**src/rtl/mem_access_unit.sv**
```systemverilog
// M-stage memory access unit: one bus transaction per load/store, stalling the pipeline until done.
// Optional bus timeout enabled by defining MEM_TIMEOUT_EN.
module mem_access_unit #(
    parameter int unsigned TIMEOUT_CYCLES = 16
) (
    input  logic        CLK,
    input  logic        RST,
    input  logic        ValidM,
    input  logic        MemReadM,
    input  logic        MemWriteM,
    input  logic [31:0] ALUOutM,
    input  logic [31:0] WriteDataM,
    output logic [31:0] ReadDataM,
    output logic        StallM,
    output logic        ErrM,
    output logic        mem_req,
    output logic        mem_we,
    output logic [31:0] mem_addr,
    output logic [31:0] mem_wdata,
    input  logic        mem_ack,
    input  logic [31:0] mem_rdata
);

    // state | meaning
    // IDLE  | no transaction; an access presented here is latched or rejected
    // BUSY  | bus request outstanding, waiting for mem_ack
    // DONE  | result/error presented for one cycle, pipeline released
    typedef enum logic [1:0] {
        IDLE = 2'd0,
        BUSY = 2'd1,
        DONE = 2'd2
    } state_t;

    state_t state, stateNext;

    logic [31:0] addrQ;
    logic [31:0] wdataQ;
    logic [31:0] resultQ;
    logic        weQ;
    logic        errQ;
    logic        access;
    logic        aligned;
    logic        timeoutHit;

    if (TIMEOUT_CYCLES < 1 || TIMEOUT_CYCLES > 255) begin : gBadTimeout
        $error("mem_access_unit: TIMEOUT_CYCLES must be in 1..255");
    end

    assign access  = ValidM & (MemReadM | MemWriteM);
    assign aligned = (ALUOutM[1:0] == 2'b00);

`ifdef MEM_TIMEOUT_EN
    logic [7:0] tmoCnt;

    // Expiry fires in the BUSY cycle that would bring the count to TIMEOUT_CYCLES; ack wins.
    assign timeoutHit = (state == BUSY) && !mem_ack
                        && (tmoCnt == 8'(TIMEOUT_CYCLES - 1));

    always_ff @(posedge CLK or posedge RST) begin
        if (RST) begin
            tmoCnt <= '0;
        end else if (state != BUSY) begin
            tmoCnt <= '0;
        end else if (!mem_ack) begin
            tmoCnt <= tmoCnt + 8'd1;
        end
    end
`else
    assign timeoutHit = 1'b0;
`endif

    always_ff @(posedge CLK or posedge RST) begin
        if (RST) begin
            state <= IDLE;
        end else begin
            state <= stateNext;
        end
    end

    always_comb begin
        stateNext = state;
        StallM    = 1'b0;
        case (state)
            IDLE: begin
                if (access) begin
                    StallM    = 1'b1;
                    stateNext = aligned ? BUSY : DONE;
                end
            end
            BUSY: begin
                StallM = 1'b1;
                if (mem_ack || timeoutHit) begin
                    stateNext = DONE;
                end
            end
            DONE: begin
                stateNext = IDLE;
            end
            default: begin
                stateNext = IDLE;
            end
        endcase
    end

    always_ff @(posedge CLK or posedge RST) begin
        if (RST) begin
            addrQ   <= '0;
            wdataQ  <= '0;
            weQ     <= 1'b0;
            resultQ <= '0;
            errQ    <= 1'b0;
        end else begin
            case (state)
                IDLE: begin
                    if (access) begin
                        if (aligned) begin
                            addrQ  <= {ALUOutM[31:2], 2'b00};
                            wdataQ <= WriteDataM;
                            weQ    <= MemWriteM;
                            errQ   <= 1'b0;
                        end else begin
                            errQ    <= 1'b1;
                            resultQ <= '0;
                        end
                    end
                end
                BUSY: begin
                    if (mem_ack) begin
                        if (!weQ) begin
                            resultQ <= mem_rdata;
                        end
                    end else if (timeoutHit) begin
                        errQ    <= 1'b1;
                        resultQ <= '0;
                    end
                end
                DONE: begin
                    errQ <= 1'b0;
                end
                default: begin
                    errQ <= 1'b0;
                end
            endcase
        end
    end

    // Bus side is purely registered so it cannot glitch with pipeline inputs.
    assign mem_req   = (state == BUSY);
    assign mem_we    = (state == BUSY) & weQ;
    assign mem_addr  = addrQ;
    assign mem_wdata = wdataQ;
    assign ReadDataM = resultQ;
    assign ErrM      = (state == DONE) & errQ;

endmodule

```
**config.mk**
```make
export PLATFORM = sky130hd
export DESIGN_NAME = mem_access_unit
export DESIGN_NICKNAME = d
export VERILOG_FILES = /design/src/rtl/mem_access_unit.sv
export SDC_FILE = /design/constraint.sdc
export NUM_CORES = 1
export LEC_CHECK = 0
export ABC_AREA = 1
export CELL_PAD_IN_SITES_DETAIL_PLACEMENT = 0
export CELL_PAD_IN_SITES_GLOBAL_PLACEMENT = 2
export CORE_ASPECT_RATIO = 1.1
export CORE_UTILIZATION = 24
export DETAILED_ROUTE_END_ITERATION = 6
export PLACE_DENSITY = 0.91
export SETUP_SLACK_MARGIN = 0.2
export SKIP_CTS_REPAIR_TIMING = 1
export SYNTH_ARGS = -nofsm -noshare
export SYNTH_HDL_FRONTEND = slang
export SYNTH_SLANG_ARGS = --single-unit
```
**constraint.sdc**
```tcl
create_clock -name CLK -period 5.2 [get_ports CLK]
set_input_delay 1.04 -clock CLK [delete_from_list [all_inputs] [get_ports CLK]]
set_output_delay 1.04 -clock CLK [all_outputs]
set_load 0.02 [all_outputs]
```
* Word level (Yosys, flattened, before mapping)
Cells that the tools add are included.
** Storage, ports and cells
- Flip-flop bits (word level) :: 98
- Output and inout bits :: 100
- Input bits :: 102
- Logic and storage cells :: 38
** Cells by class
- Eq/ne operators :: 6
- Bitwise operators :: 5
- Mux-type cells :: 14
- Reductions and logical operators :: 7
** Operator list (number)
- $mux 32 :: 4
- $pmux 32 s2 :: 1
- $mux 2 :: 3
- $ne 2x2->1 const B :: 3
- $reduce_and 5->1 :: 1
- $logic_not 2->1 :: 2
- $pmux 1 s2 :: 2
- $pmux 2 s2 :: 1
- $reduce_and 2->1 :: 2
- $and 1x1->1 :: 3
- $mux 1 :: 3
- $reduce_and 3->1 :: 1
- $eq 2x1->1 const B :: 1
- $eq 2x2->1 const B :: 1
- $ne 2x1->1 const B :: 1
- $reduce_bool 2->1 :: 1
- $not 1->1 :: 1
- $or 1x1->1 :: 1

* Longest topological paths before layout
Gate-level depths: netlist of the first run.
- Depth in word-level cells :: 4
- Depth in mapped cells :: 9
- Depth with buffers taken out :: 7

* Least setup slack after synthesis of the first run
OpenSTA, ideal clock, no wires.
- Kind :: input port to output port
- From :: input port MemWriteM
- To :: output port StallM
- Data arrival time :: 1590 ps
- Data required time :: 4160 ps
- Cell stages on the path :: 2
- Slack :: 2570 ps
- Buffers on the path :: 0
- Cell sequence :: o21ai_2 o21ai_0
** On the way
- Longest elaborated chain between the ends :: 4
** RTL lines
- start: declaration :: line 10 : input logic MemWriteM,
- $or 1x1->1 :: line 49 : assign access = ValidM & (MemReadM | MemWriteM);
- $and 1x1->1 :: line 49
- $mux 1 :: line 85 : if (access) begin
- $pmux 1 s2 :: line 83 : case (state)
- end: declaration :: line 14 : output logic StallM,
Every way passes these cells.

* Final worst setup path of the first run
Ends and elaborated chain as after synthesis.

==> metrics list, run 1 <==
- For the pin with the worst max-slew slack, the measured transition is 0.916 ns.
- DIE HEIGHT: 141 um
- Per report_power, the combinational group accounts for 45.5% of the total.
* Power per standard cell area: 530 nW/um^2
- Highest clock rate: 277 MHz
- Detailed-placement wirelength estimate: 8.95 mm
- Pin count of the biggest net entering global routing: 73
- In this run the critical register-to-register path is captured at ReadDataM[2].
- For this design the total switching power over the nets is 0.00139 W.
- Of the available clock period, the critical path in the final layout requires 69.4%.
- Required time reported for the critical path endpoint: 4.16 ns
- Total length of routed wires: 13.4 mm
- The worst register-to-register path begins at state[0].
* Yosys warning total: 0
- GR Overflow Total: 0
- OpenSTA, run right after detailed placement, puts the worst setup slack at 1.57 ns.
- For this run, the share of the core covered by cells in the final layout is 39.3%.
- Crit path max-delay cell type: sky130_fd_sc_hd__clkdlybuf4s50_1
* Met2 Track Usage GR: 24.8%
- Buffers inserted during clock tree synthesis total 9.
- The library cells used most frequently in the layout, excluding fill and tap cells, are sky130_fd_sc_hd__nand2_1 (199), sky130_fd_sc_hd__clkdlybuf4s50_1 (199), sky130_fd_sc_hd__dfrtp_1 (98), sky130_fd_sc_hd__nand3_1 (63), sky130_fd_sc_hd__inv_1 (37).
* Number of enable flip-flop cells after synthesis: 0
* Total track usage: 15.2%
* Slowest Stage Delay on Critical Path: 0.66 ns
- Dividing the synthesized area by the synthesized cell count gives 8.26 sq um.
* Wire length of the first global-routing pass: 21.5 mm
* Main synth FF type: sky130_fd_sc_hd__dfrtp_1
- For this run, the register share of the synthesized area comes to 57.9%.
- Worst path most repeated cell: sky130_fd_sc_hd__clkdlybuf4s50_1
* Worst hold-check path type: flop to flop
* Outcome: complete, no violations
- Worst vdd ir: 0.243 mV
- In the final routed layout, each cell accounts on average for 14.3 um.
- The first detailed-routing pass ran for 4 iterations.
* Final GP Congestion: 0.711
- Total leakage power: 3.34 nW
- In this run the most used layer during global routing was met2.
- CTS tree: done
- Area growth from synthesis to layout: 59.0%
- CP Class: input pin to output port
* Vias: 4062
- Final antenna diode count: 0
- Dividing the detail-routed via count by the number of cells gives 4.35.
- The setup check on the worst reg-to-reg path leaves a slack of 2.39 ns.
- During I/O placement, the number of pins put on the boundary was 202.
- Flop and latch count out of synthesis: 98
* Placeable core region: 17100 sq um
- Layout fillers: 1768
* Die area: 18200 sq um
- Worst Slack Setup Final: 1.59 ns
* Worst path cell trace: clkdlybuf4s50_1 -> o21ai_2 -> o21ai_0 -> clkdlybuf4s50_1
- Maximum clock insertion buffer count: 2
- The clock tree synthesis step divided the H-tree into 3 levels.
- Hold violation total from the final report: 0
- Int Power: 0.00218 W
- The worst path needs 3.61 ns of the cycle, external delays included.
- Of the cells placed in the final design, the portion with a size suffix greater than 1 is 4.43%.
* Violation count after the first detailed-route iteration: 175
* Clock edge transition at the registers on the reported setup and hold paths: 0.07 ns
- In this run the tool buffered the top-level ports with 199 buffer cells.
* Worst slew margin relative to its limit: 39.0%
* Post-DRT Antenna Nets: 0
* Number of global-route vias before repair: 4146
- The clock drives 98 sinks.
- In the final timing run, aggregate negative setup slack is 0 ns.
- Share of total power in sequential cells: 34.3%
- Count of final max-slew check failures: 0
- The tool flagged a number of max-cap violations equal to 0.
- Data on the critical path arrives at its endpoint at 2.57 ns.
- Synthesis instantiated 19 different standard cells from the library.
* Peak fanout along the critical path: 4
- Element type at the critical path end: output port
- In the global route stage, met1 resource usage came out at 18.3%.
* Number of remaining DRC errors: 0
- Mapped Area: 4240 sq um
- Setup repair after global routing left no endpoint under its margin.
- Path depth of the worst reg2reg path: 7
* Gate count of the mapped netlist: 513
* Share of synthesized registers carrying an async set or reset: 100%
* Fraction of met3 tracks used by global routing: 5.28%
- Share of total power consumed by net switching: 38.9%
- Along the worst hold path, the cell count comes to 2.
- Initial antenna violation count: 0
- For the final database, setup skew stands at 0.00424 ns.
- For this configuration, the core starts out at a cell density of 24.7%.
- Chip Width: 129 um
- Rows: 50
* Clock power share: 20.2%
- The startpoint identified for the worst hold timing path is ReadDataM[10].
- Worst-Skew Late Latency: 0.34 ns
* Number of setup violations in the final report: 0
- Final Net Count: 796
- Endpoint of the worst hold-timing path: ReadDataM[10]
- The worst setup path is launched from an input pin.
- CTS Root Buffer Type: sky130_fd_sc_hd__clkbuf_16
how the worst max path moves through the flow:
| stage | start | end | slack, ns |
|---|---|---|---|
| floorplan | RST | ReadDataM[0] | 1.60 |
| global placement | MemWriteM | StallM | 1.64 |
| detailed placement | MemWriteM | StallM | 1.57 |
| CTS | MemWriteM | StallM | 1.57 |
| global route | MemWriteM | StallM | 1.53 |
| finish | MemWriteM | StallM | 1.59 |
cell usage after synthesis (2+ instances only):
library cell,n,area [sq um]
sky130_fd_sc_hd__dfrtp_1,98,2450
sky130_fd_sc_hd__nand3_1,63,315
sky130_fd_sc_hd__buf_2,18,90.1
sky130_fd_sc_hd__nand4_1,32,200
sky130_fd_sc_hd__inv_1,38,143
sky130_fd_sc_hd__nand2_1,199,747
sky130_fd_sc_hd__o21ai_2,2,17.5
sky130_fd_sc_hd__nor2_1,35,131
sky130_fd_sc_hd__buf_4,4,30.0
sky130_fd_sc_hd__o21ai_0,2,10.0
sky130_fd_sc_hd__clkbuf_1,14,52.6
worst max-delay path: cells and delay by family:
family          cells  cell delay (ns)
compound gates      2             0.35
buf+inv             2             1.17
kinds of logic (layout without fill, tap and decap cells):
family	Yosys count	in the layout	share of synthesized area, %
AO/OA/AOI/OAI	5	5	0.767
buffers and inverters	76	261	7.62
flip-flops	98	98	57.9
other	1	2	0.0885
AND/OR/NAND/NOR	333	333	33.7
power groups by stage:
| stage | combinational (W) | sequential (W) | clock [W] |
|---|---|---|---|
| after floorplan | 0.000469 | 0.00157 | 0 |
| after global placement | 0.00163 | 0.00122 | 0 |
| after detailed placement | 0.00164 | 0.00123 | 0 |
| after CTS | 0.00165 | 0.00123 | 0.000746 |
| after global routing | 0.00177 | 0.00127 | 0.000776 |
| final | 0.00162 | 0.00123 | 0.000721 |
stage by stage:
stage / cells / hold slack (ns) / total power (W) / area [sq um]
finish: 933 / 0.468 / 0.00357 / 6740
global route: 933 / 0.489 / 0.00381 / 6740
global placement: 917 / 0.453 / 0.00285 / 6420
floorplan: 514 / 0.453 / 0.00204 / 4240
detailed placement: 917 / 0.457 / 0.00288 / 6420
CTS: 933 / 0.473 / 0.00363 / 6740
layer usage:
layer  up-vias  wire (um)
met5         -          0
met4         0        218
met3        14       1230
met2       160       6140
met1      1920       5780
li1       1968          -
cell type report:
cell class	count	area [sq um]	area share, %
flip-flops and latches	98	2450	36.4
repair buffers	206	2040	30.3
multi-input cells	340	1480	22.0
well taps	234	293	4.34
clock buffers	11	243	3.60
inverters	39	149	2.21
clock inverters	5	77.6	1.15
state kept, by name, indices dropped and copies added, names as in the netlist:
name	cells
ReadDataM	32
mem_wdata	32
mem_addr	30
state	2
errQ	1
weQ	1
(Power assumes the default switching activity.)
==> run 2, diff against run 1 <==
--- a/config.mk
+++ b/config.mk
@@ -9,9 +9,9 @@
 export CELL_PAD_IN_SITES_DETAIL_PLACEMENT = 0
 export CELL_PAD_IN_SITES_GLOBAL_PLACEMENT = 2
 export CORE_ASPECT_RATIO = 1.1
-export CORE_UTILIZATION = 24
+export CORE_UTILIZATION = 20
 export DETAILED_ROUTE_END_ITERATION = 6
-export PLACE_DENSITY = 0.91
+export PLACE_DENSITY = 0.81
 export SETUP_SLACK_MARGIN = 0.2
 export SKIP_CTS_REPAIR_TIMING = 1
 export SYNTH_ARGS = -nofsm -noshare
==> constraint.sdc (replaced) <==
create_clock -name CLK -period 2.99 [get_ports CLK]
set_input_delay 0.598 -clock CLK [delete_from_list [all_inputs] [get_ports CLK]]
set_output_delay 0.598 -clock CLK [all_outputs]
set_load 0.02 [all_outputs]
==> metrics list, run 2 (synthesis gave the netlist of run 1 again) <==
- Outcome: complete, no violations (unchanged)
* Number of buffers created by CTS: 9 (unchanged)
- The sum of internal, switching and leakage power is 0.00614 W (was 0.00357 W).
* Worst clock skew on the final layout: 0.0126 ns (was 0.00424 ns)
- Path depth of the worst reg2reg path: 6 (was 7)
- Clock edge transition at the registers on the reported setup and hold paths: 0.07 ns (about the same)
- Worst Setup Start Kind: input pin (unchanged)
- Layout fillers: 2198 (was 1768)
- GR Overflow Total: 0 (unchanged)
- The relative area change from synthesis to final layout came to 60.5% (was 59.0%).
- Peak fanout along the critical path: 4 (unchanged)
- The kind of capture point of the worst setup path is an output port (unchanged).
* Setup repair after global routing missed its margin: false (unchanged)
- For the finished layout, the period the worst path requires is 2.66 ns.
- Share of final-layout standard cells stronger than drive strength 1: 4.85% (was 4.43%)
* Chip Width: 141 um (was 129 um)
- Number of global-route vias before repair: 4052 (was 4146)
- The maximum number of pins on one net before global-route repair came to 99 (was 73).
* TritonCTS sink count: 98 (unchanged)
- The total number of nets in the final design was 799 (was 796).
- The die boundary height came to 155 um (was 141 um).
- Highest clock rate: 376 MHz
- Total track usage: 12.7% (was 15.2%)
* Worst slew margin relative to its limit: 52.2% (was 39.0%)
- Top Ports: 202 (unchanged)
- Worst-Skew Late Latency: 0.35 ns (was 0.34 ns)
- The die outline area came to 21800 sq um (was 18200 sq um).
- CTS Root Buffer Type: sky130_fd_sc_hd__clkbuf_16 (unchanged)
- Number of remaining DRC errors: 0 (unchanged)
* Number of buffer cells added on primary ports: 199 (unchanged)
- Hold violation total from the final report: 0 (unchanged)
* Mean number of vias per cell: 4.11 (was 4.35)
- Starting utilization of the core area: 20.5% (was 24.7%)
* Number of maximum-capacitance constraint violations: 0 (unchanged)
* Vias: 3934 (was 4062)
- CTS tree: done (unchanged)
- The number of setup violations in the final report was 0 (unchanged).
- Wirelength per Cell: 14.0 um (was 14.3 um)
- The number of violations reported at the end of detailed-routing iteration 0 came to 113 (was 175).
- Worst hold-check path type: flop to flop (unchanged)
- The number of antenna violations at the first check in global routing was 1 (was 0).
- The leakage component of the power is 3.35 nW (was 3.34 nW).
* Worst path cell trace: clkdlybuf4s50_1 -> o21ai_2 -> o21ai_0 -> clkdlybuf4s50_1 (unchanged)
* Post-DRT Antenna Nets: 0 (unchanged)
* Rows: 55 (was 50)
* Placeable core region: 20600 sq um (was 17100 sq um)
- The number of levels the H-tree was split into came to 3 (unchanged).
- Count of final max-slew check failures: 0 (unchanged)
* Worst-margin pin slew: 0.717 ns (was 0.916 ns)
* Wire length of the first global-routing pass: 21.6 mm (was 21.5 mm)
- Detailed-placement wirelength estimate: 8.56 mm (was 8.95 mm)
* Power per standard cell area: 902 nW/um^2 (was 530 nW/um^2)
- Final critical-path share of the clock period: 88.8%
- Maximum clock insertion buffer count: 2 (unchanged)
- The number of search-and-repair iterations in the first detailed-routing pass was 4 (unchanged).
- CP Class: input pin to output port (unchanged)
* Worst path most repeated cell: sky130_fd_sc_hd__clkdlybuf4s50_1 (unchanged)
- Most frequent cells in the layout: sky130_fd_sc_hd__nand2_1 (199), sky130_fd_sc_hd__clkdlybuf4s50_1 (199), sky130_fd_sc_hd__dfrtp_1 (98), sky130_fd_sc_hd__nand3_1 (63), sky130_fd_sc_hd__inv_1 (37) (unchanged).
- The worst endpoint required time is 2.39 ns (was 4.16 ns).
- The worst hold slack is 0.470 ns (was 0.468 ns).
* Final GP Congestion: 0.693 (was 0.711)
- The worst endpoint data arrival time is 2.06 ns (was 2.57 ns).
* Worst vdd ir: 0.362 mV (was 0.243 mV)
- Sum of negative setup slack: 0 ns (unchanged)
- The largest incremental delay on the critical path came to 0.67 ns (was 0.66 ns).
- The slowest cell on the critical path was sky130_fd_sc_hd__clkdlybuf4s50_1 (unchanged).
- Total length of routed wires: 13.4 mm (about the same)
* Number of instances on the worst hold path: 2 (unchanged)
==> run 2: cell count changes in the layout (fill, tap and decap cells not counted), sizes merged <==
cell      delta
bufinv       -1
clkinvlp     +2
buf          +3
clkbuf       -2
diode        +1
==> run 2: power breakdown <==
group	internal (W)	switching (W)	leakage (nW)	total (W)
Combinational	0.00122	0.00161	1.94	0.00283
Clock	0.000648	0.000535	0.138	0.00118
Sequential	0.00183	0.000289	1.27	0.00212
==> run 2: worst paths after layout <==
path                              startpoint             to  slack [ns]
worst max-delay path               MemWriteM         StallM        0.33
worst min-delay path            mem_addr[11]   mem_addr[11]        0.47
worst max register to register      state[0]  mem_wdata[26]        1.19
worst min register to register  mem_addr[11]   mem_addr[11]        0.47
max in group asynchronous                RST            weQ        1.81
min in group asynchronous                RST  ReadDataM[12]        0.76
==> run 2: area by class of cell <==
type	count	area [sq um]	share of cell area (%)
repair buffers	209	2100	30.9
inverters	39	150	2.21
diodes	1	2.50	0.0368
clock inverters	6	67.6	0.993
well taps	256	320	4.71
flip-flops and latches	98	2450	36.0
multi-input cells	340	1480	21.8
clock buffers	9	225	3.31
==> run 2: worst max-delay path: cells and delay by family <==
family,cells,cell delay (ns)
buffers and inverters,2,1.17
AOI/OAI and AO/OA,2,0.29
==> run 2: layer usage <==
layer	track usage (%)	wire length, um
met2	21.5	6270
met5	0	0
met4	4.35	163
met1	14.8	5800
met3	4.49	1180
==> run 2: stage by stage <==
step / cell area, sq um / setup slack (ns) / instances / utilization (%)
after detailed placement: 6510 / 0.323 / 942 / 31.5
final: 6800 / 0.333 / 958 / 33.0
after CTS: 6800 / 0.323 / 957 / 32.9
after floorplan: 4250 / 1.23 / 514 / -
after global routing: 6800 / 0.270 / 957 / 32.9
after global placement: 6510 / 0.328 / 942 / 31.5
==> run 3, diff against run 2 <==
==> constraint.sdc (replaced) <==
create_clock -name CLK -period 2.99 [get_ports CLK]
set_input_delay 0.598 -clock CLK [delete_from_list [all_inputs] [get_ports CLK]]
set_output_delay 0.598 -clock CLK [all_outputs]
set_load 0.005 [all_outputs]
==> metrics list, run 3 (synthesis gave the netlist of run 1 again) <==
- Outcome: complete, no violations (unchanged)
* Data arrival, critical path: 1.96 ns (was 2.06 ns)
* Total track usage: 12.9% (was 12.7%)
- Share of final-layout standard cells stronger than drive strength 1: 4.99% (was 4.85%)
- The placement row count came to 55 (unchanged).
- Detailed-placement wirelength estimate: 8.75 mm (was 8.56 mm)
- DIE HEIGHT: 155 um (unchanged)
- The total number of nets in the final design came to 800 (was 799).
- The sort of element at the start of the critical path is an input pin (unchanged).
- The largest incremental delay on the critical path is 0.57 ns (was 0.67 ns).
- Sum of internal, switching and leakage power: 0.00564 W (was 0.00614 W)
- Wire length of the first global-routing pass: 21.8 mm (was 21.6 mm)
* Buffering stage count on the worst path with inverters included: 2 (unchanged)
- Required time reported for the critical path endpoint: 2.39 ns (about the same)
- The worst-case clock skew is 0.00508 ns (was 0.0126 ns).
* Clock edge transition at the registers on the reported setup and hold paths: 0.07 ns (about the same)
- Worst reg-to-reg setup slack: 1.07 ns (was 1.19 ns)
* Worst-margin pin slew: 0.718 ns (was 0.717 ns)
- Chip Width: 141 um (unchanged)
- Final GP Congestion: 0.687 (was 0.693)
- The number of remaining DRC errors was 0 (unchanged).
- Minimum clock period: 2.56 ns (was 2.66 ns)
- Number of iterations in the first detailed-routing pass: 4 (unchanged)
* Most frequent cells in the layout: sky130_fd_sc_hd__nand2_1 (199), sky130_fd_sc_hd__clkdlybuf4s50_1 (199), sky130_fd_sc_hd__dfrtp_1 (98), sky130_fd_sc_hd__nand3_1 (63), sky130_fd_sc_hd__inv_1 (37) (unchanged)
* Element type at the critical path end: output port (unchanged)
- The power per unit of standard cell area came to 826 nW/um^2 (was 902 nW/um^2).
- Post-DRT Antenna Nets: 0 (unchanged)
* Mean number of vias per cell: 4.17 (was 4.11)
* Layout fillers: 2172 (was 2198)
- Worst path cell trace: clkdlybuf4s50_1 -> o21ai_2 -> o21ai_0 -> clkdlybuf4s50_1 (unchanged).
- CTS Root Buffer Type: sky130_fd_sc_hd__clkbuf_16 (unchanged)
* Instance area after placement: 6500 sq um (was 6510 sq um)
* Highest clock rate: 391 MHz (was 376 MHz)
- The number of clock sinks is 98 (unchanged).
* Number of buffer cells added on primary ports: 199 (unchanged)
- Total leakage power: 3.36 nW (was 3.35 nW)
- CP Capture Point: StallM (unchanged)
- Final core utilization: 33.0% (about the same)
- Placeable core region: 20600 sq um (unchanged)
- Top Ports: 202 (unchanged)
- The number of cells traversed by the worst register-to-register path came to 8 (was 6).
* Final std cell area, no fill: 6820 sq um (was 6800 sq um)
- The number of levels the H-tree was split into is 3 (unchanged).
- Number of maximum-capacitance constraint violations: 0 (unchanged)
- R2r startpoint: state[1] (was state[0])
* Pin count of the biggest net entering global routing: 99 (unchanged)
- The worst hold slack came to 0.470 ns (about the same).
* Count of final max-slew check failures: 0 (unchanged)
- Count of cell instances traversed by the critical path: 4 (unchanged)
* GR Overflow Total: 0 (unchanged)
* Number of global-route vias before repair: 4071 (was 4052)
- Crit path max-delay cell type: sky130_fd_sc_hd__clkdlybuf4s50_1 (unchanged)
* Worst hold-check path type: flop to flop (unchanged)
- The routed via count was 4002 (was 3934).
- Total length of routed wires: 13.7 mm (was 13.4 mm)
* Initial antenna violation count: 1 (unchanged)
- The final routed wire length divided by cell count is 14.3 um (was 14.0 um).
- The worst ir drop on vdd was 0.336 mV (was 0.362 mV).
- Worst slew margin relative to its limit: 52.1% (was 52.2%)
- Endpoint of the most critical register-to-register path: ReadDataM[30] (was mem_wdata[26])
* Critical path's top delay family: buffers and inverters (unchanged)
- Worst path most repeated cell: sky130_fd_sc_hd__clkdlybuf4s50_1 (unchanged)
- The total negative slack for setup checks came to 0 ns (unchanged).
- The origin of the worst setup path is MemWriteM (unchanged).
- Violation count after the first detailed-route iteration: 178 (was 113)
- Number of buffers created by CTS: 9 (unchanged)
- Starting utilization of the core area: 20.5% (unchanged)
* Worst-Skew Late Latency: 0.35 ns (about the same)
* Peak fanout along the critical path: 4 (unchanged)
- Number of setup violations in the final report: 0 (unchanged)
* Final critical-path share of the clock period: 85.6% (was 88.8%)
* Hold violation total from the final report: 0 (unchanged)
- Maximum clock insertion buffer count: 2 (unchanged)
- Min-Delay Startpoint: mem_addr[21] (was mem_addr[11])
- Area growth from synthesis to layout: 61.0% (was 60.5%)
- CP Class: input pin to output port (unchanged)
- Die area: 21800 sq um (unchanged)
* Setup repair after global routing missed its margin: false (unchanged)
- The TritonCTS clock tree is done (unchanged).
## run 3: cell types whose count changed in the layout (fill, tap and decap cells not counted), sizes merged
cell,previous run,this run
inv,39,38
buf,10,11
bufinv,1,2
## run 3: area by class of cell
class                           count  area (sq um)  share of cell area [%]
Sequential cell                    98          2450                    35.9
Antenna cell                        1          2.50                  0.0367
Clock inverter                      6          92.6                    1.36
Multi-Input combinational cell    340          1480                    21.7
Inverter                           39           150                    2.20
Clock buffer                        9           225                    3.30
Tap cell                          256           320                    4.69
Timing Repair Buffer              210          2100                    30.8
## run 3: through the flow
step / setup WS (ns) / std cells
after floorplan: 1.23 / 514
after CTS: 0.424 / 958
after global routing: 0.361 / 958
after global placement: 0.430 / 943
after detailed placement: 0.424 / 943
final: 0.432 / 959
## run 3: per-layer routing
layer / up-vias / GRT usage, % / wire, um
met5: - / 0 / 0
met4: 0 / 4.66 / 181
met3: 10 / 4.61 / 1210
met2: 146 / 21.6 / 6420
met1: 1864 / 15.1 / 5920
li1: 1982 / - / -
## run 3: how the worst min path moves through the flow
| stage | slack, ns | to | cells after the start |
|---|---|---|---|
| 4_1_cts | 0.47 | mem_addr[29] | 2 |
| 6_report | 0.47 | mem_addr[21] | 2 |
| 3_3_place_gp | 0.45 | mem_addr[8] | 2 |
| 5_1_grt | 0.49 | ReadDataM[15] | 2 |
| 2_1_floorplan | 0.45 | errQ | 2 |
| 3_5_place_dp | 0.46 | mem_addr[5] | 2 |
## run 3: where the power goes
part           leakage [nW]  switching (W)  internal, W
combinational          1.94        0.00104      0.00122
clock                 0.148       0.000531     0.000732
sequential             1.27       0.000289      0.00183
## run 3: worst reg2reg max path: stages (launching register included)
cell and delay (ns):
sky130_fd_sc_hd__dfrtp_1 0.43, sky130_fd_sc_hd__inv_1 0.07, sky130_fd_sc_hd__nand2_1 0.27, sky130_fd_sc_hd__buf_4 0.30, sky130_fd_sc_hd__o21ai_2 0.15, sky130_fd_sc_hd__nand3_2 0.16, sky130_fd_sc_hd__buf_4 0.28, sky130_fd_sc_hd__nand2_1 0.11
sky130_fd_sc_hd__nand2_1 0.05
